File: config.mk
export PLATFORM = sky130hd
export DESIGN_NAME = multicycle_ctrl
export DESIGN_NICKNAME = d
export VERILOG_FILES = /design/src/rtl/ctrl_pkg.sv /design/src/rtl/ctrl_decode.sv /design/src/rtl/multicycle_ctrl.sv
export SDC_FILE = /design/constraint.sdc
export NUM_CORES = 1
export LEC_CHECK = 0
export ABC_AREA = 1
export CAP_MARGIN = 20
export CORE_ASPECT_RATIO = 1.5
export CORE_MARGIN = 3
export CORE_UTILIZATION = 42
export CTS_CLUSTER_SIZE = 28
export DETAILED_ROUTE_END_ITERATION = 10
export PLACE_DENSITY = 0.8
export SKIP_LAST_GASP = 1
export SYNTH_ARGS = -nofsm -noshare
export SYNTH_HDL_FRONTEND = slang
export SYNTH_HIERARCHICAL = 1
export SYNTH_SLANG_ARGS = --single-unit
File: constraint.sdc
create_clock -name clk -period 2 [get_ports clk]
set_clock_uncertainty 0.1 [all_clocks]
set_input_delay 0.4 -clock clk [delete_from_list [all_inputs] [get_ports clk]]
set_output_delay 0.4 -clock clk [all_outputs]
set_load 0.1 [all_outputs]
File: src/rtl/ctrl_pkg.sv
// Shared types and encodings for the multicycle control sequencer.
package ctrl_pkg;

  typedef enum logic [2:0] {
    ST_FETCH  = 3'd0,
    ST_DECODE = 3'd1,
    ST_EXEC   = 3'd2,
    ST_MEM    = 3'd3,
    ST_WB     = 3'd4,
    ST_HALT   = 3'd5
  } state_t;

  localparam logic [6:0] OP_LOAD   = 7'b0000011;
  localparam logic [6:0] OP_STORE  = 7'b0100011;
  localparam logic [6:0] OP_BRANCH = 7'b1100011;
  localparam logic [6:0] OP_REG    = 7'b0110011;
  localparam logic [6:0] OP_IMM    = 7'b0010011;
  localparam logic [6:0] OP_IMM32  = 7'b0011011;
  localparam logic [2:0] F3_BEQ    = 3'b000;

  typedef enum logic [1:0] {IMM_I, IMM_S, IMM_B, IMM_NONE} imm_sel_t;
  typedef enum logic [1:0] {ALU_ADD, ALU_SUB, ALU_FUNCT, ALU_ADDW} alu_op_t;
  typedef enum logic [2:0] {
    CLS_LD, CLS_SD, CLS_BEQ, CLS_R, CLS_ADDI, CLS_ADDIW, CLS_ILLEGAL
  } instr_class_t;

  function automatic imm_sel_t class_imm(input instr_class_t cls);
    case (cls)
      CLS_SD:  return IMM_S;
      CLS_BEQ: return IMM_B;
      CLS_R:   return IMM_NONE;
      default: return IMM_I;
    endcase
  endfunction

endpackage

File: src/rtl/ctrl_decode.sv
// Combinational opcode classifier; the sequencer registers its result in DECODE.
module ctrl_decode import ctrl_pkg::*; (
  input  logic [31:0]  instr,
  output instr_class_t instr_class
);

  logic instr_unused_s;
  assign instr_unused_s = ^{instr[31:15], instr[11:7]};

  always_comb begin
    instr_class = CLS_ILLEGAL;
    case (instr[6:0])
      OP_LOAD:   instr_class = CLS_LD;
      OP_STORE:  instr_class = CLS_SD;
      OP_BRANCH: begin
        if (instr[14:12] == F3_BEQ) instr_class = CLS_BEQ;
        else                        instr_class = CLS_ILLEGAL;
      end
      OP_REG:    instr_class = CLS_R;
      OP_IMM:    instr_class = CLS_ADDI;
      OP_IMM32:  instr_class = CLS_ADDIW;
      default:   instr_class = CLS_ILLEGAL;
    endcase
  end

endmodule

File: src/rtl/multicycle_ctrl.sv
// Multi-cycle control sequencer: FETCH/DECODE/EXEC/MEM/WB with memory
// handshake, wait timeout and a sticky fault that parks the core in HALT.
module multicycle_ctrl import ctrl_pkg::*; #(
  parameter int unsigned TIMEOUT_CYCLES = 255
) (
  input  logic        clk,
  input  logic        reset_n,
  input  logic [31:0] instr,
  input  logic        zero,
  input  logic        mem_ready,
  output logic        mem_req,
  output logic        mem_we,
  output logic        mem_is_fetch,
  output logic        ir_we,
  output logic        pc_we,
  output logic        pc_src,
  output logic [1:0]  imm_sel,
  output logic [1:0]  alu_op,
  output logic        alu_src_b,
  output logic        reg_we,
  output logic        mem_to_reg,
  output logic        fault,
  output logic [2:0]  state
);

  localparam int unsigned   CNT_W    = $clog2(TIMEOUT_CYCLES + 1);
  localparam logic [CNT_W-1:0] CNT_LAST = CNT_W'(TIMEOUT_CYCLES - 1);

  state_t             state_q, state_d;
  instr_class_t       cls_q, cls_d, dec_cls_s;
  logic [CNT_W-1:0]   cnt_q, cnt_d;
  logic               fault_q, fault_d;
  logic               done_s, wait_s, expire_s;

  ctrl_decode u_decode (
    .instr       (instr),
    .instr_class (dec_cls_s)
  );

  assign done_s   = mem_req & mem_ready;
  assign wait_s   = mem_req & ~mem_ready;
  assign expire_s = wait_s && (cnt_q == CNT_LAST);

  always_comb begin
    state_d = state_q;
    cls_d   = cls_q;
    fault_d = fault_q;
    case (state_q)
      ST_FETCH: begin
        if (done_s) begin
          state_d = ST_DECODE;
        end else if (expire_s) begin
          state_d = ST_HALT;
          fault_d = 1'b1;
        end else begin
          state_d = ST_FETCH;
        end
      end
      ST_DECODE: begin
        cls_d = dec_cls_s;
        if (dec_cls_s == CLS_ILLEGAL) begin
          state_d = ST_HALT;
          fault_d = 1'b1;
        end else begin
          state_d = ST_EXEC;
        end
      end
      ST_EXEC: begin
        case (cls_q)
          CLS_LD, CLS_SD: state_d = ST_MEM;
          CLS_BEQ:        state_d = ST_FETCH;
          default:        state_d = ST_WB;
        endcase
      end
      ST_MEM: begin
        if (done_s) begin
          state_d = (cls_q == CLS_SD) ? ST_FETCH : ST_WB;
        end else if (expire_s) begin
          state_d = ST_HALT;
          fault_d = 1'b1;
        end else begin
          state_d = ST_MEM;
        end
      end
      ST_WB:   state_d = ST_FETCH;
      ST_HALT: state_d = ST_HALT;
      default: begin
        state_d = ST_HALT;
        fault_d = 1'b1;
      end
    endcase
    // Wait counter only survives uninterrupted stalls within one state.
    if ((state_d != state_q) || !wait_s) cnt_d = '0;
    else                                 cnt_d = cnt_q + 1'b1;
  end

  always_ff @(posedge clk or negedge reset_n) begin
    if (!reset_n) begin
      state_q <= ST_FETCH;
      cls_q   <= CLS_ILLEGAL;
      cnt_q   <= '0;
      fault_q <= 1'b0;
    end else begin
      state_q <= state_d;
      cls_q   <= cls_d;
      cnt_q   <= cnt_d;
      fault_q <= fault_d;
    end
  end

  assign state = state_q;
  assign fault = fault_q;

  // While reset is held the decode behaves as HALT so no enable leaks out.
  always_comb begin
    mem_req      = 1'b0;
    mem_we       = 1'b0;
    mem_is_fetch = 1'b0;
    ir_we        = 1'b0;
    pc_we        = 1'b0;
    pc_src       = 1'b0;
    imm_sel      = IMM_I;
    alu_op       = ALU_ADD;
    alu_src_b    = 1'b0;
    reg_we       = 1'b0;
    mem_to_reg   = 1'b0;
    case (reset_n ? state_q : ST_HALT)
      ST_FETCH: begin
        mem_req      = 1'b1;
        mem_is_fetch = 1'b1;
        ir_we        = mem_ready;
        pc_we        = mem_ready;
      end
      ST_EXEC: begin
        imm_sel   = class_imm(cls_q);
        alu_src_b = (cls_q != CLS_BEQ) && (cls_q != CLS_R);
        case (cls_q)
          CLS_R:     alu_op = ALU_FUNCT;
          CLS_ADDIW: alu_op = ALU_ADDW;
          CLS_BEQ: begin
            alu_op = ALU_SUB;
            pc_we  = zero;
            pc_src = 1'b1;
          end
          default:   alu_op = ALU_ADD;
        endcase
      end
      ST_MEM: begin
        mem_req = 1'b1;
        mem_we  = (cls_q == CLS_SD);
      end
      ST_WB: begin
        reg_we     = 1'b1;
        mem_to_reg = (cls_q == CLS_LD);
      end
      default: begin
        mem_req = 1'b0;
      end
    endcase
  end

endmodule

==> results of run 1 <==
Yosys cell counts, drive strengths merged:
master,number
nand4,4
nand2,29
dfrtp,13
xnor2,3
nor4,2
inv,28
ha,2
xor2,3
dfstp,2
o31ai,1
o21ai,6
a21oi,8
nor3,5
a31oi,1
o2111ai,2
clkinv,1
nor2,37
nand3,11
buf,1
kinds of logic (layout without fill, tap and decap cells):
logic type	after synthesis	after routing
buffers and inverters	30	85
and+or+nand+nor	88	88
AOI/OAI and AO/OA	18	18
DFF	15	15
adders and majority gates	2	2
xor gates and xnor gates	6	6
worst max-delay path by stage:
stage	startpoint	end	cells after the start
detailed placement	reset_n	pc_we	10
finish	state[0]$_DFF_PN0_	pc_we	10
global route	state[0]$_DFF_PN0_	pc_we	10
floorplan	state[2]$_DFF_PN0_	pc_we	10
global placement	reset_n	pc_we	10
CTS	state[0]$_DFF_PN0_	pc_we	10
power groups by stage:
stage	Combinational (mW)	Sequential, mW	Clock [mW]
after floorplan	0.0280	0.313	0
after global placement	0.0786	0.313	0
after detailed placement	0.0837	0.313	0
after CTS	0.0843	0.307	0.246
after global routing	0.0940	0.308	0.255
final	0.0874	0.308	0.243
tightest hold or removal path, stage by stage:
cell	delay, ns
dlygate4sd2_1	0.23
buf_4	0.13
buf_4	0.23
registers in the layout, indices dropped and copies added, names as in the netlist:
name	cells
fault	1
state	3
cls_q	3
cnt_q	8
metal layers:
layer	up-vias	part of all wire, %	track usage [%]
met3	18	2.9	2.53
met2	43	58	43.9
met1	608	36	20.5
met4	0	3.3	12.3
met5	-	0	0
li1	612	-	-
per-stage QoR:
step / worst slack (ns) / area, sq um / std cells
4_1_cts: -0.141 / 2030 / 247
3_3_place_gp: -0.325 / 1930 / 240
2_1_floorplan: -1.22 / 1310 / 159
5_1_grt: -0.262 / 2110 / 251
6_report: -0.203 / 2110 / 251
3_5_place_dp: -0.349 / 1930 / 240
layout make-up:
cell class	instances	area, sq um
clock buffer	4	45.0
fill	162	563
inverter	29	128
multi-input combinational	114	846
sequential	15	390
tap	37	46.3
timing repair buffer	52	658
timing repair:
action	4_1_cts	5_1_grt
buffers inserted	4	4
resized for setup	10	19
endpoints found under the setup margin	13	23
cloned	0	0
pin swaps	5	7
cell usage in the layout (no fill, tap or decap), types with 2 or more instances in the layout:
| master | n |
|---|---|
| nor2_4 | 9 |
| nand2_4 | 5 |
| dfstp_2 | 2 |
| nor4_4 | 2 |
| o21ai_1 | 2 |
| dfrtp_4 | 3 |
| a21oi_1 | 5 |
| buf_12 | 17 |
| o2111ai_1 | 2 |
| xor2_1 | 3 |
| nand3_1 | 7 |
| o21ai_0 | 2 |
| nor2_1 | 15 |
| nand4_1 | 2 |
| a21oi_2 | 2 |
| nand2_2 | 5 |
| ha_1 | 2 |
| buf_4 | 20 |
| clkdlybuf4s50_1 | 7 |
| inv_1 | 15 |
| nor2_2 | 13 |
| dfrtp_1 | 9 |
| nand3_2 | 3 |
| dlymetal6s2s_1 | 5 |
| nand2_1 | 19 |
| xnor2_1 | 3 |
| clkbuf_8 | 3 |
| inv_2 | 10 |
| nor3_4 | 3 |
==> metrics.yaml, run 1 <==
setup_path:
  slowest_stage: "dfrtp_4"
  path_max_fanout: 2
  path_cells: "inv_4 -> nand3_4 -> nor2_4 -> inv_2 -> nor3_4 -> nand2_2 -> inv_8 -> nand2_4 -> o21ai_4 -> buf_12"
  criticalPathCategory: "reg -> out"
  path_buf_inv: 4
  timing.rr.end: "cnt_q[3]$_DFF_PN0_"
  crit_path_start_kind: "flip-flop"
  max_stage_delay_ns: 0.49
  rr_startpoint: "state[0]$_DFF_PN0_"
  endpoint_kind: "output pin"
  reg2reg_depth: 9
  reg2reg_slack_ns: 0.14
  arrival_ns: 1.70
  crit_family: "simple AND/OR/NAND/NOR gates"
  required_ns: 1.50
global_route:
  grt_use_total_pct: 21.9
  grt_pass1_vias: 1381
  antenna_found_initial: 0
  grt_max_degree: 17
  grt-ovfl-total: 0
  grt_pass1_wl_um: 5990
clock_tree:
  clock-root-buffer: "clkbuf_8"
  clk_path_buf_depth: 2
  cts_hold_buf: 0
  cts_tree: "built"
  numClockSinks: 15
  cts_inserted_buffers: 3
  cts.reportedPaths.clkPinSlew_ns: 0.06
  worstSkewPairLatency_ns: 0.25
  htreeDepth: 1
sta:
  holdWs_ns: 0.277
  finalSetupTns_ns: -0.818
  post-route-min-period_ns: 2.20
  tightest_slew_ns: 0.456
  finalWorstSetupSlack_ns: -0.203
  slew_headroom_pct: 69.6
  rsz0062_at_grt: "yes"
  finalCritPeriodShare_pct: 110
  max_clock_freq_mhz: 454
  setup_viol: 9
  slew_viol_final: 0
  finalHoldViolations: 0
floorplanning:
  initial_core_util_pct: 44.4
  num_rows: 23
  core-area_sq_um: 2680
  ios: 53
  die_height_um: 71.2
  die_x_um: 49.4
  dieArea_sq_um: 3520
synth:
  synth_fa_ha_area_share_pct: 2.11
  ys_ff_latch: 15
  synth_xor_area_share_pct: 4.42
  syn_area_per_cell_sq_um: 7.48
  synth_area_leader_cell: "dfrtp_1"
  ys_warn_count: 6
  netlist.area_leader.share_pct: 27.4
  synth-simple-area-share_pct: 41.7
  syn_area_sq_um: 1190
  syn-num-nets: 197
  synth.area.mux_share_pct: 0
  synth_top_family_by_area: "simple AND/OR/NAND/NOR gates"
  ys_types: 31
  synthCells: 159
  ys_seq_area_share_pct: 31.8
  ys_top_cells_by_area: "dfrtp_1 27%, nor2_2 7.9%, nand2_1 6.9%, inv_1 6.6%, nor2_1 6.0%"
  synth_compound_area_share_pct: 9.47
power:
  net-switching-power_mw: 0.151
  sequentialPowerShare_pct: 48.2
  p_leak_nw: 0.942
  switching_share_pct: 23.7
  combPwrFrac_pct: 13.7
  max-vdd-ir-drop_v: 0.000365
  power.density_nw_per_um2: 302
  power_mw: 0.638
  intPower_mw: 0.487
  p_clk_share_pct: 38.1
drt:
  avgRoutedWirePerCell_um: 15.2
  vias: 1281
  drc: 0
  drt_pre_antenna_iters: 4
  via_per_inst: 5.10
  routed_wl_um: 3820
  antenna_left: 0
  drt_iter0_markers: 47
place:
  hpwl_um: 2780
  globalplace.congestion: 0.921
  portBuffers: 30
cells_and_area:
  final_util_pct: 79.0
  antenna_cells: 0
  drive_above_1_share_pct: 51.9
  final_nets: 253
  area_delta_synth_final_pct: 77.8
min_path:
  hold_path_class: "in -> async"
run:
  drv_cap: 0
outcome:
  status: "finished, violations left"
  violations: "setup timing"
Power figures use the tool's default switching activity.
==> run 2, diff against run 1 <==
- CORE_UTILIZATION: 42 -> 45
- PLACE_DENSITY: 0.8 -> 0.85
- clock period: 2 -> 2.8 ns (I/O delays scaled with it)
==> metrics.yaml, run 2 (synthesized netlist as in run 1, its figures left out) <==
global_route:
  grt_max_degree: 18  # +1
  grt_use_total_pct: 21.0  # -0.84 points
  grt_pass1_wl_um: 4910  # -18%
  antenna_found_initial: 0  # unchanged
  grt_pass1_vias: 1164  # -16%
  grt-ovfl-total: 0  # unchanged
clock_tree:
  worstSkewPairLatency_ns: 0.29  # +0.04 ns
  cts.reportedPaths.clkPinSlew_ns: 0.09  # +0.03 ns
  htreeDepth: 1  # unchanged
  cts_inserted_buffers: 3  # unchanged
  post-cts-setup-buffer-count: 0  # -4
  numClockSinks: 15  # unchanged
  cts_hold_buf: 0  # unchanged
  cts_tree: "built"
  cts_resized: 0  # -10
  clk_path_buf_depth: 2  # unchanged
  clock-root-buffer: "clkbuf_4"
sta:
  holdWs_ns: 0.387  # +0.110 ns
  max_clock_freq_mhz: 369
  finalSetupTns_ns: 0  # +0.818 ns
  tightest_slew_ns: 0.384  # -0.0717 ns
  slew_viol_final: 0  # unchanged
  setup_viol: 0  # -9
  post-route-min-period_ns: 2.71
  finalCritPeriodShare_pct: 96.9
  finalHoldViolations: 0  # unchanged
  rsz0062_at_grt: "no"
  finalWorstSetupSlack_ns: 0.0872  # +0.291 ns
  slew_headroom_pct: 74.4  # +4.8 points
floorplanning:
  ios: 53  # unchanged
  die_x_um: 48.0  # -3.0%
  core-area_sq_um: 2480  # -7.4%
  num_rows: 22  # -4.3%
  die_height_um: 68.9  # -3.1%
  initial_core_util_pct: 48.0  # +3.6 points
  dieArea_sq_um: 3310  # -6.0%
drt:
  antenna_left: 0  # unchanged
  via_per_inst: 5.38  # +5.4%
  drc: 0  # unchanged
  drt_pre_antenna_iters: 4  # unchanged
  drt_iter0_markers: 50  # +6.4%
  avgRoutedWirePerCell_um: 13.5  # -11%
  routed_wl_um: 2950  # -23%
  vias: 1173  # -8.4%
setup_path:
  arrival_ns: 2.05  # +0.35 ns
  max_stage_delay_ns: 0.49  # about the same
  required_ns: 2.14  # +0.64 ns
  timing.rr.end: "cnt_q[3]$_DFF_PN0_"
  rr_startpoint: "cnt_q[0]$_DFF_PN0_"
  endpoint_kind: "output pin"
  crit_path_start_kind: "input pin"
  reg2reg_depth: 9  # unchanged
  slowest_stage: "clkdlybuf4s50_1"
  path_cells: "clkdlybuf4s50_1 -> inv_1 -> nor2_2 -> inv_2 -> nor3_4 -> nand2_2 -> inv_8 -> nand2_4 -> o21ai_4 -> buf_12"
  reg2reg_slack_ns: 1.15  # +1.01 ns
  path_max_fanout: 5  # +3
  criticalPathCategory: "in -> out"
cells_and_area:
  final_nets: 233  # -7.9%
  regMostFlops: "cnt_q"
  largest_reg_flops: 8  # unchanged
  final_cell_mix: "21 x inv_1, 21 x nand2_1, 17 x nor2_2, 17 x nor2_1"
  instances_no_fill: 218  # -13%
  antenna_cells: 0  # unchanged
  area_delta_synth_final_pct: 47.9
  drive_above_1_share_pct: 40.2  # -12 points
run:
  drv_cap: 0  # unchanged
power:
  power_mw: 0.397  # -38%
  power.density_nw_per_um2: 226  # -25%
  max-vdd-ir-drop_v: 0.000293  # -20%
  p_leak_nw: 0.744  # -21%
place:
  dp_slack_ns: 0.0716  # +0.420 ns
  portBuffers: 30  # unchanged
  place_inst: 214  # -11%
  globalplace.congestion: 0.878  # -4.7%
  hpwl_um: 2470  # -11%
min_path:
  hold_path_class: "reg -> reg"
  hold_depth: 2
  holdPathEnd: "fault$_DFFE_PN0P_"
  min_from: "fault$_DFFE_PN0P_"
outcome:
  status: "finished clean"
[run 2: metal layers]
layer | vias to the layer above | global-route usage (%) | wire length [um]
li1 | 574 | - | -
met1 | 551 | 20.5 | 1050
met2 | 38 | 39.6 | 1720
met3 | 10 | 1.56 | 65
met4 | 0 | 13.1 | 123
met5 | - | 0 | 0
[run 2: critical path: cells and delay by family]
family	cells	cell delay, ns
compound gates	1	0.06
buf+inv	5	0.96
simple gates	4	0.47
[run 2: report_power, final]
group | internal (mW) | total [mW] | switching (mW)
combinational | 0.0229 | 0.0507 | 0.0279
clock | 0.0532 | 0.128 | 0.0744
sequential | 0.218 | 0.219 | 0.00130
[run 2: layout make-up]
type	count	area, sq um
multi-input combinational	114	759
clock buffer	3	22.5
inverter	29	121
tap	24	30.0
timing repair buffer	32	435
clock inverter	1	5.00
sequential	15	384
fill	182	719
[run 2: through the flow]
step                      area [sq um]  util [%]
final                             1760      71.0
after detailed placement          1730      69.8
after floorplan                   1280         -
after CTS                         1760      71.0
after global routing              1760      71.0
after global placement            1730      69.8
[run 2: worst max-delay path by stage]
stage	to	cells after the start	startpoint
2_1_floorplan	pc_we	10	state[2]$_DFF_PN0_
3_3_place_gp	pc_we	10	reset_n
3_5_place_dp	pc_we	10	reset_n
4_1_cts	pc_we	10	reset_n
5_1_grt	pc_we	10	reset_n
6_report	pc_we	10	reset_n
==> run 3, diff against run 2 <==
- CORE_ASPECT_RATIO: 1.5 -> not set
- CORE_UTILIZATION: 45 -> 42
- PLACE_DENSITY: 0.85 -> 0.8
- clock period: 2.8 -> 2.57 ns (I/O delays scaled with it)
==> metrics.yaml, run 3 (synthesized netlist as in run 1, its figures left out) <==
outcome:
  status: "finished clean"
clock_tree:
  cts.reportedPaths.clkPinSlew_ns: 0.08  # about the same
  cts_inserted_buffers: 3  # unchanged
  worstSkewPairLatency_ns: 0.28  # about the same
  cts_tree: "built"
  numClockSinks: 15  # unchanged
  htreeDepth: 1  # unchanged
  clock-root-buffer: "clkbuf_4"
  clk_path_buf_depth: 2  # unchanged
sta:
  tightest_slew_ns: 0.365  # -0.0189 ns
  finalCritPeriodShare_pct: 96.7
  slew_viol_final: 0  # unchanged
  max_clock_freq_mhz: 403
  slew_headroom_pct: 75.7  # +1.3 points
  finalHoldViolations: 0  # unchanged
  rsz0062_at_grt: "no"
  post-route-min-period_ns: 2.48
  setup_viol: 0  # unchanged
power:
  power.density_nw_per_um2: 235  # +4.1%
  p_leak_nw: 0.768  # +3.3%
  max-vdd-ir-drop_v: 0.000302  # +3.0%
floorplanning:
  core-area_sq_um: 2590  # +4.5%
  die_x_um: 59.2  # +23%
  die_height_um: 59.2  # -14%
  ios: 53  # unchanged
  num_rows: 18  # -18%
  dieArea_sq_um: 3500  # +6.0%
  initial_core_util_pct: 45.9  # -2.1 points
setup_path:
  path_cells: "clkdlybuf4s50_1 -> inv_1 -> nor2_2 -> inv_2 -> nor3_4 -> nand2_2 -> inv_8 -> nand2_4 -> o21ai_4 -> buf_12"
  endpoint_kind: "output pin"
  max_stage_delay_ns: 0.48  # about the same
  crit_family: "buffers and inverters"
  criticalPathCategory: "in -> out"
  reg2reg_slack_ns: 0.85  # -0.30 ns
  slowest_stage: "clkdlybuf4s50_1"
  path_buf_inv: 5  # unchanged
  crit_path_start_kind: "input pin"
  path_max_fanout: 2  # -3
  required_ns: 1.96  # -0.18 ns
  arrival_ns: 1.87  # -0.18 ns
global_route:
  grt_pass1_wl_um: 4920  # +0.29%
  grt_max_degree: 17  # -1
  antenna_found_initial: 0  # unchanged
  grt-ovfl-total: 0  # unchanged
  grt_use_total_pct: 18.4  # -2.6 points
  grt_pass1_vias: 1167  # +0.26%
cells_and_area:
  area_delta_synth_final_pct: 52.2
  fillers: 193  # +6.0%
  regMostFlops: "cnt_q"
  final_util_pct: 69.9  # -1.1 points
  instances_no_fill: 230  # +5.5%
  largest_reg_flops: 8  # unchanged
  drive_above_1_share_pct: 41.5  # +1.3 points
  final_cell_mix: "21 x inv_1, 21 x nand2_1, 17 x nor2_2, 17 x nor2_1"
  antenna_cells: 0  # unchanged
  final_nets: 239  # +2.6%
place:
  hpwl_um: 2500  # +1.2%
  place_inst: 223  # +4.2%
  portBuffers: 30  # unchanged
  globalplace.congestion: 0.801  # -8.7%
drt:
  routed_wl_um: 2990  # +1.4%
  drc: 0  # unchanged
  drt_pre_antenna_iters: 4  # unchanged
  via_per_inst: 5.05  # -6.1%
  drt_iter0_markers: 43  # -14%
  antenna_left: 0  # unchanged
  vias: 1162  # -0.94%
  avgRoutedWirePerCell_um: 13.0  # -3.9%
run:
  drv_cap: 0  # unchanged
min_path:
  hold_path_class: "reg -> reg"
==> run 3: cell count changes in the layout (fill, tap and decap cells not counted) <==
cell / change
buf_4: +6
clkbuf_1: +1
clkinv_2: -1
==> run 3: layout make-up <==
type	instances	area (sq um)	area share (%)
Clock buffer	4	26.3	1.45
Timing Repair Buffer	38	480	26.6
Tap cell	30	37.5	2.07
Multi-Input combinational cell	114	759	42.0
Sequential cell	15	384	21.2
Inverter	29	121	6.71
==> run 3: path summary, 6_finish.rpt <==
kind                                     from                   end  depth (start not counted)
setup reg to reg           state[2]$_DFF_PN0_    cnt_q[1]$_DFF_PN0_                          7
min in group asynchronous             reset_n    state[1]$_DFF_PN0_                          3
setup / recovery                      reset_n                 pc_we                         10
max in group asynchronous             reset_n  cls_q[2]$_DFFE_PN1P_                          3
hold / removal             cnt_q[0]$_DFF_PN0_    cnt_q[0]$_DFF_PN0_                          1
hold reg to reg            cnt_q[0]$_DFF_PN0_    cnt_q[0]$_DFF_PN0_                          1
==> run 3: stage by stage <==
step / total power [mW] / TNS (ns) / hold WS (ns) / instance area (sq um) / setup WS, ns
floorplan: 0.264 / -2.88 / 0.118 / 1280 / -0.764
global placement: 0.297 / 0 / 0.352 / 1760 / 0.0450
detailed placement: 0.301 / 0 / 0.369 / 1760 / 0.0279
CTS: 0.429 / 0 / 0.382 / 1790 / 0.00764
global route: 0.449 / 0 / 0.407 / 1810 / 0.0104
finish: 0.426 / 0 / 0.382 / 1810 / 0.0856
==> run 3: worst reg2reg max path, delay by kind of cell, from the launching register on <==
kind                   cells  cell delay (ns)
and+or+nand+nor            6             0.80
DFF                        1             0.53
buffers and inverters      1             0.18
==> run 3: what timing repair did <==
action,CTS,global route
setup endpoints to repair,0,1
gates resized for setup,0,0
setup buffers,0,3
hold buffers,0,0
==> run 3: metal layers <==
metal	GRT usage, %	vias to the layer above	share of wire [%]
met5	0	-	0
met4	5.18	0	2.0
met3	3.49	8	4.4
met2	36.2	37	54
met1	19.3	528	40
li1	-	589	-
==> run 3: where the power goes <==
group / total (mW) / internal (mW) / switching, mW
Sequential: 0.239 / 0.237 / 0.00152
Clock: 0.130 / 0.0603 / 0.0700
Combinational: 0.0565 / 0.0268 / 0.0297
